## src/rtl/keypad_emulator_pkg.sv

```systemverilog
// Shared types and constants for the 4x4 keypad emulator and its scanner counterpart.
package keypad_pkg;

    typedef enum logic [1:0] {
        S_IDLE           = 2'd0,
        S_PRESS_BOUNCE   = 2'd1,
        S_HOLD           = 2'd2,
        S_RELEASE_BOUNCE = 2'd3
    } emu_state_t;

    // Key code layout: {row[1:0], col[1:0]}
    localparam int KEY_ROW_MSB = 3;
    localparam int KEY_ROW_LSB = 2;
    localparam int KEY_COL_MSB = 1;
    localparam int KEY_COL_LSB = 0;

    // x^8 + x^6 + x^5 + x^4 + 1, shift-left Fibonacci form: taps on bits 7,5,4,3
    localparam logic [7:0] LFSR_TAPS = 8'hB8;

    // Idle (pulled-up / undriven) levels of the active-low row and column lines
    localparam logic [3:0] ROW_ACTIVE = 4'b1111;
    localparam logic [3:0] COL_IDLE   = 4'b1111;

    function automatic logic [1:0] key_row(input logic [3:0] key);
        return key[KEY_ROW_MSB:KEY_ROW_LSB];
    endfunction

    function automatic logic [1:0] key_col(input logic [3:0] key);
        return key[KEY_COL_MSB:KEY_COL_LSB];
    endfunction

endpackage

```

## src/rtl/keypad_emulator_bounce_lfsr.sv

```systemverilog
// 8-bit Fibonacci LFSR that supplies the pseudo-random contact bounce bit.
module bounce_lfsr
    import keypad_pkg::*;
#(
    parameter logic [7:0] SEED = 8'hA5
) (
    input  logic clk,
    input  logic rst,
    input  logic i_en,
    output logic o_bit
);

    logic [7:0] r_lfsr;
    logic       w_feedback;

    assign w_feedback = ^(r_lfsr & LFSR_TAPS);

    always_ff @(posedge clk or posedge rst) begin
        if (rst) begin
            r_lfsr <= SEED;
        end else if (i_en) begin
            r_lfsr <= {r_lfsr[6:0], w_feedback};
        end
    end

    assign o_bit = r_lfsr[0];

endmodule

```

## src/rtl/keypad_emulator.sv

```systemverilog
// Far end of a 4x4 row-drive/column-sense keypad: closes emulated key contacts
// with pseudo-random bounce on press and release, driven by a valid/ready command.
module keypad_emulator
    import keypad_pkg::*;
#(
    parameter int         BOUNCE_CYCLES = 64,
    parameter int         HOLD_W        = 16,
    parameter logic [7:0] LFSR_SEED     = 8'hA5
) (
    input  logic              clk,
    input  logic              rst,
    input  logic              cmd_valid,
    output logic              cmd_ready,
    input  logic [3:0]        cmd_key,
    input  logic              cmd_dual,
    input  logic [3:0]        cmd_key_b,
    input  logic [HOLD_W-1:0] cmd_hold,
    input  logic              abort,
    input  logic [3:0]        row,
    output logic [3:0]        col,
    output logic              busy,
    output logic              done
);

    localparam int BOUNCE_W = (BOUNCE_CYCLES > 0) ? $clog2(BOUNCE_CYCLES + 1) : 1;
    localparam int CNT_W    = (HOLD_W > BOUNCE_W) ? HOLD_W : BOUNCE_W;
    localparam logic [CNT_W-1:0] BOUNCE_LOAD =
        CNT_W'((BOUNCE_CYCLES > 0) ? BOUNCE_CYCLES - 1 : 0);

    emu_state_t        r_state;
    emu_state_t        w_state_next;
    logic [CNT_W-1:0]  r_cnt;
    logic [CNT_W-1:0]  w_cnt_next;
    logic [3:0]        r_key_a;
    logic [3:0]        r_key_b;
    logic              r_dual;
    logic [HOLD_W-1:0] r_hold_m1;
    logic              r_done;
    logic              w_done_next;

    logic              w_accept;
    logic              w_last;
    logic              w_contact;
    logic              w_lfsr_en;
    logic              w_lfsr_bit;
    logic [HOLD_W-1:0] w_hold_m1;
    logic [3:0]        w_pull;

    // A zero hold request is stretched to one cycle
    assign w_hold_m1 = (cmd_hold == '0) ? '0 : cmd_hold - 1'b1;
    assign w_last    = (r_cnt == '0);

    bounce_lfsr #(
        .SEED (LFSR_SEED)
    ) u_lfsr (
        .clk   (clk),
        .rst   (rst),
        .i_en  (w_lfsr_en),
        .o_bit (w_lfsr_bit)
    );

    always_comb begin
        w_state_next = r_state;
        w_cnt_next   = r_cnt;
        w_done_next  = 1'b0;
        w_accept     = 1'b0;
        w_contact    = 1'b0;
        w_lfsr_en    = 1'b0;
        unique case (r_state)
            S_IDLE: begin
                if (cmd_valid) begin
                    w_accept = 1'b1;
                    if (BOUNCE_CYCLES == 0) begin
                        w_state_next = S_HOLD;
                        w_cnt_next   = CNT_W'(w_hold_m1);
                    end else begin
                        w_state_next = S_PRESS_BOUNCE;
                        w_cnt_next   = BOUNCE_LOAD;
                    end
                end
            end
            S_PRESS_BOUNCE: begin
                w_contact = w_last ? 1'b1 : w_lfsr_bit;
                w_lfsr_en = 1'b1;
                if (abort) begin
                    w_state_next = S_RELEASE_BOUNCE;
                    w_cnt_next   = BOUNCE_LOAD;
                end else if (w_last) begin
                    w_state_next = S_HOLD;
                    w_cnt_next   = CNT_W'(r_hold_m1);
                end else begin
                    w_cnt_next = r_cnt - 1'b1;
                end
            end
            S_HOLD: begin
                w_contact = 1'b1;
                if (abort || w_last) begin
                    // Without bounce there is no release phase to pass through
                    if (BOUNCE_CYCLES == 0) begin
                        w_state_next = S_IDLE;
                        w_done_next  = 1'b1;
                    end else begin
                        w_state_next = S_RELEASE_BOUNCE;
                        w_cnt_next   = BOUNCE_LOAD;
                    end
                end else begin
                    w_cnt_next = r_cnt - 1'b1;
                end
            end
            S_RELEASE_BOUNCE: begin
                w_contact = w_last ? 1'b0 : w_lfsr_bit;
                w_lfsr_en = 1'b1;
                if (w_last) begin
                    w_state_next = S_IDLE;
                    w_done_next  = 1'b1;
                end else begin
                    w_cnt_next = r_cnt - 1'b1;
                end
            end
            default: begin
                w_state_next = S_IDLE;
            end
        endcase
    end

    always_ff @(posedge clk or posedge rst) begin
        if (rst) begin
            r_state   <= S_IDLE;
            r_cnt     <= '0;
            r_key_a   <= '0;
            r_key_b   <= '0;
            r_dual    <= 1'b0;
            r_hold_m1 <= '0;
            r_done    <= 1'b0;
        end else begin
            r_state <= w_state_next;
            r_cnt   <= w_cnt_next;
            r_done  <= w_done_next;
            if (w_accept) begin
                r_key_a   <= cmd_key;
                r_key_b   <= cmd_key_b;
                r_dual    <= cmd_dual;
                r_hold_m1 <= w_hold_m1;
            end
        end
    end

    // Switch model: a closed key shorts its row to its column, so a column
    // follows any low row that has a closed key on it.
    genvar gi;
    generate
        for (gi = 0; gi < 4; gi++) begin : g_col
            logic w_hit_a;
            logic w_hit_b;
            assign w_hit_a    = (key_col(r_key_a) == 2'(gi)) && !row[key_row(r_key_a)];
            assign w_hit_b    = r_dual && (key_col(r_key_b) == 2'(gi)) && !row[key_row(r_key_b)];
            assign w_pull[gi] = w_contact && (w_hit_a || w_hit_b);
        end
    endgenerate

    assign col       = COL_IDLE & ~w_pull;
    assign cmd_ready = (r_state == S_IDLE);
    assign busy      = (r_state != S_IDLE);
    assign done      = r_done;

endmodule

```

## config.mk

```make
export PLATFORM = sky130hd
export DESIGN_NAME = keypad_emulator
export DESIGN_NICKNAME = d
export VERILOG_FILES = /design/src/rtl/keypad_emulator_pkg.sv /design/src/rtl/keypad_emulator_bounce_lfsr.sv /design/src/rtl/keypad_emulator.sv
export SDC_FILE = /design/constraint.sdc
export NUM_CORES = 1
export LEC_CHECK = 0
export ABC_AREA = 1
export CAP_MARGIN = 20
export CORE_UTILIZATION = 56
export CTS_CLUSTER_SIZE = 28
export DETAILED_ROUTE_END_ITERATION = 8
export PLACE_DENSITY_LB_ADDON = 0.2
export SLEW_MARGIN = 40
export SYNTH_ARGS = -nofsm -noshare
export SYNTH_HDL_FRONTEND = slang
export SYNTH_SLANG_ARGS = --single-unit
```

## constraint.sdc

```tcl
create_clock -name clk -period 2.5 [get_ports clk]
set_clock_uncertainty 0.2 [all_clocks]
set_input_delay 0.25 -clock clk [delete_from_list [all_inputs] [get_ports clk]]
set_output_delay 0.25 -clock clk [all_outputs]
set_load 0.005 [all_outputs]
```

## Yosys cells after proc, flatten, opt, wreduce, memory -nomap -nowiden

Cells that the tools add are included.

- RAM bits: 0
- Output and inout bits: 7
- Memories: 0
- Input port bits: 33
- Memory bits (read-only): 0
- Bits in registers: 52
- Word-level logic and storage cells: 85
- Bits in latches: 0

- Multiplexer cells: 25
- Reductions and logical operators: 33
- $add $sub $neg: 2
- Shifts and indexed selects: 0
- Bitwise operators: 1
- Divide/modulo/power cells: 0
- Order comparisons: 2
- $mul: 0
- Equal/unequal tests: 14

Operators by type and width:

| kind | number |
|---|---|
| $mux W16 | 6 |
| $pmux W16 S4 | 1 |
| $logic_not A16 Y1 | 2 |
| $sub A16 B1 Y16 const B | 2 |
| $logic_and A1 B1 Y1 | 16 |
| $eq A2 B2 Y1 const B | 6 |
| $mux W2 | 5 |
| $mux W1 | 9 |
| $ne A2 B2 Y1 const B | 4 |
| $pmux W2 S4 | 1 |
| $reduce_xor A8 Y1 | 1 |
| $eq A2 B1 Y1 const B | 3 |
| $logic_not A2 Y1 | 3 |
| $lt A2 B3 Y1 const B | 2 |
| $logic_or A1 B1 Y1 | 5 |
| $bmux W1 S2 | 2 |
| $not A4 Y4 | 1 |
| $reduce_and A4 Y1 | 1 |
| $ne A3 B3 Y1 const B | 1 |
| $pmux W1 S3 | 1 |
| $logic_not A1 Y1 | 2 |
| $reduce_and A2 Y1 | 1 |
| $reduce_bool A2 Y1 | 1 |
| $reduce_or A2 Y1 | 1 |

## Logic depth before layout (Yosys ltp)

- Word-level depth: 7
- Gate-level depth with buffers: 14
- Mapped depth without buffers: 14

## Modules after synthesis

A second synthesis with hierarchy kept.

- Cells, all modules: 486
- Area, all modules: 3410.8 µm²

By module, submodules not included:

| module | cells an instance | area an instance (µm²) | times used |
|---|---|---|---|
| keypad_emulator | 440 | 3046.7 | 1 |
| bounce_lfsr | 46 | 364.1 | 1 |

## Least setup slack after synthesis

OpenSTA, ideal clock, no wires.

- Path kind: register to output
- Start point: reg r_cnt[0]
- End point: out col[0]
- Arrival: 1.463 ns
- Path slack: 0.587 ns
- Cell stages (with the launch flop): 10
- Buffers on the path: 0
- Required time: 2.050 ns
- Path through: dfrtp_1 > inv_1 > ha_1 > nand2_1 > nor2_1 > nand2_4 > nand2_1 > nand2_1 > a31oi_2 > nand2_1

- Cells in the longest elaborated chain, start to end: 5

RTL lines:

| element | RTL line | text |
|---|---|---|
| from (decl) | keypad_emulator.sv:32 | `logic [CNT_W-1:0] r_cnt;` |
| from (signal assigned) | keypad_emulator.sv:137 | `r_cnt <= w_cnt_next;` |
| $logic_not A16 Y1 (*) | keypad_emulator.sv:51 | `assign w_last = (r_cnt == '0);` |
| $mux W1, on equally long branches | keypad_emulator.sv:111, keypad_emulator.sv:83 |  |
| $pmux W1 S3 (*) | keypad_emulator.sv:69 | `unique case (r_state)` |
| $logic_and A1 B1 Y1 (*) | keypad_emulator.sv:157 | `assign w_pull[gi] = w_contact && (w_hit_a \|\| w_hit_b);` |
| $not A4 Y4 (*) | keypad_emulator.sv:161 | `assign col = COL_IDLE & ~w_pull;` |
| to (decl) | keypad_emulator.sv:20 | `output logic [3:0] col,` |

Mark *: on every way between the ends. The rest lies on a longest branch, timed or not.

## Worst setup path in the final report

- Start point: reg r_cnt[1]
- End point: out col[1]

Same word-level chain as after synthesis.

==> results.py <==
metrics = {
    "run_status": {
        "status": "finished clean",
    },
    "job": {
        "drv_cap": 0,
    },
    "synth": {
        "synth_area_leader_cell": "dfrtp_1",
        "synthMuxAreaShare_pct": 0,
        "synth.area.top_cells": "dfrtp_1, nand2_1, nor2_1",
        "synthXorXnorAreaFrac_pct": 5.93,
        "synthArstFlopShare_pct": 100,
        "synth_warnings": 0,
        "syn_inst": 479,
        "synth-edff-count": 0,
        "seq_area_frac_synth_pct": 38.4,
        "netlist_area_um2": 3400,
        "syn_nets": 519,
        "synth_ff_type": "dfrtp_1",
        "synth_top_area_share_pct": 35.3,
        "synth_compound_area_share_pct": 9.43,
        "synth_seq_cells": 52,
        "synth_top_family_by_area": "simple AND/OR/NAND/NOR gates",
        "synth_fa_ha_area_share_pct": 2.58,
        "synthSimpleGateAreaFrac_pct": 36.5,
        "ys_types": 34,
        "syn_avg_cell_area_um2": 7.09,
    },
    "placement": {
        "port_buffers": 39,
        "hpwl_mm": 5.97,
        "place.gp.congestion": 0.877,
    },
    "critical_path": {
        "critPathMaxStageDelay_ns": 0.42,
        "r2r_setup_slack_ns": 0.45,
        "crit_slowest_cell": "dfrtp_1",
        "critPathCaptureType": "primary output",
        "cp_common_cell": "nand2_1",
        "cp.arrival_ns": 1.94,
        "cp.required_ns": 2.05,
        "worstPathMaxFanout": 4,
        "critPathKind": "reg2out",
        "critical_path_buf_inv_count": 2,
        "path_delay_family": "simple AND/OR/NAND/NOR gates",
        "crit_chain": "inv_2 -> ha_4 -> nand2_1 -> nor2_4 -> nand2_4 -> nand2_1 -> nand2_1 -> a31oi_4 -> nand2_1 -> dlygate4sd2_1",
        "cp-start-kind": "flip-flop",
    },
    "sta": {
        "worst_pin_slew_ns": 0.557,
        "final.period_utilization_pct": 95.6,
        "rsz0062_at_grt": "no",
        "tns_ns": 0,
        "holdWs_ns": 0.111,
        "slew_headroom_pct": 62.8,
        "maxSlewViolCount": 0,
        "fmax_mhz": 419,
        "period_minus_slack_ns": 2.39,
        "setup_viol": 0,
        "finalHoldViolCount": 0,
    },
    "routing": {
        "routedWlPerCell_um": 13.2,
        "drtIter0Drc": 107,
        "vias_per_cell": 5.17,
        "drt_pass1_iterations": 4,
        "drc": 0,
        "routed_wl_mm": 8.12,
        "route.vias.total": 3182,
        "ant_nets": 0,
    },
    "floorplan": {
        "die_area_um2": 6380,
        "die_h_um": 79.9,
        "fp.dieW_um": 79.9,
        "core_um2": 5890,
        "start_util_pct": 57.7,
        "rows": 28,
        "ioPinCount": 40,
    },
    "pwr": {
        "ir_drop_v": 0.000519,
        "clockPowerShare_pct": 16.4,
        "p_int_mw": 2.24,
        "seqPwrFrac_pct": 33.4,
        "p_per_area_nw_per_um2": 947,
        "p_sw_share_pct": 43.2,
        "p_leak_nw": 2.06,
        "power_frac_comb_pct": 50.2,
        "netSwitchingPower_mw": 1.70,
    },
    "clock_network": {
        "clock_sinks": 52,
        "ctsHoldBuffers": 0,
        "cts_tree": "yes",
        "worst_skew_pair.late_latency_ns": 0.31,
        "htreeDepth": 2,
        "cts_root_buffer": "clkbuf_8",
        "clock_path_buffers": 2,
        "path_clk_slew_ns": 0.10,
        "cts_buffers": 5,
    },
    "grt": {
        "grt_max_degree": 29,
        "antenna_found_initial": 0,
        "grtUsageTotal_pct": 28.4,
        "overflow": 0,
        "grt_pass1_wl_mm": 14.0,
        "grt_pass1_vias": 3168,
    },
    "cells_and_area": {
        "antennaDiodeCount": 0,
        "final_nets": 579,
        "utilization_pct": 70.7,
        "fill_cells": 497,
        "final_cell_mix": "nand2_1, dfrtp_1, nor2_1, inv_1, clkdlybuf4s50_1",
        "mostFrequentLayoutCell": "nand2_1",
        "syn2layout_area_growth_pct": 22.5,
        "drive_gt1_share_pct": 12.6,
    },
    "hold_path": {
        "hp-class": "in2async",
    },
}
[timing repair]
action	CTS	global route
endpoints found under the setup margin	4	0
resized for setup	16	0
setup buffers	12	0
[layout make-up]
cell class	count	area (µm²)	area share (%)
multi-input combinational	368	1890	45.5
clock buffer	7	96.3	2.31
inverter	51	191	4.60
tap	75	93.8	2.25
clock inverter	1	30.0	0.721
sequential	52	1310	31.4
timing repair buffer	61	551	13.2
[synthesized netlist by cell type (4+ instances only)]
cell and number:
nand2_1 176, dfrtp_1 48, nor2_2 7, xnor2_1 9
a21oi_1 12, o22ai_1 6, ha_1 7, nand3_1 27
inv_1 49, nand4_1 9, o21ai_0 27, xor2_1 14
buf_2 4, dfstp_2 4, nor2_1 50
[per-layer routing]
metal,vias to the layer above,share of wire (%),GRT usage [%]
met3,17,4.3,4.46
li1,1627,-,-
met4,0,2.5,10.4
met2,83,50,51.2
met5,-,0,0
met1,1455,44,33.9
[through the flow]
| stage | instances | area [µm²] | setup WS [ns] | power (mW) |
|---|---|---|---|---|
| CTS | 615 | 4160 | 0.123 | 3.93 |
| finish | 615 | 4160 | 0.111 | 3.94 |
| floorplan | 479 | 3400 | 0.587 | 2.65 |
| global route | 615 | 4160 | 0.0131 | 4.25 |
| global placement | 595 | 3910 | 0.216 | 3.10 |
| detailed placement | 595 | 3910 | 0.113 | 3.18 |
[flip-flops by register name, summed over array words and instances (netlist names)]
| name | flops |
|---|---|
| r_state | 2 |
| r_cnt | 16 |
| done | 1 |
| r_key_a | 4 |
| r_hold_m1 | 16 |
| u_lfsr.r_lfsr | 8 |
| r_key_b | 4 |
| r_dual | 1 |
[cells by family after synthesis]
family	count (synthesis)
buf+inv	59
compound gates	54
xor+xnor	23
fa+ha+maj	7
simple gates	284
flops	52
[worst paths after layout]
check,endpoint,cells after the start,from
min reg2reg,u_lfsr.r_lfsr[7],2,u_lfsr.r_lfsr[7]
min in group clk,r_key_a[2],3,cmd_key[2]
max in group asynchronous,u_lfsr.r_lfsr[5],3,rst
min,r_hold_m1[2],2,rst
max reg2reg,r_cnt[9],8,r_state[0]
max,col[1],10,r_cnt[1]
[power groups by stage]
stage                     logic (mW)  registers (mW)  clock network, mW
after floorplan                 1.36            1.29                  0
after global placement          1.78            1.32                  0
after detailed placement        1.83            1.34                  0
after CTS                       1.97            1.31              0.651
after global routing            2.22            1.35              0.686
final                           1.98            1.32              0.647
(Power assumes the default switching activity.)
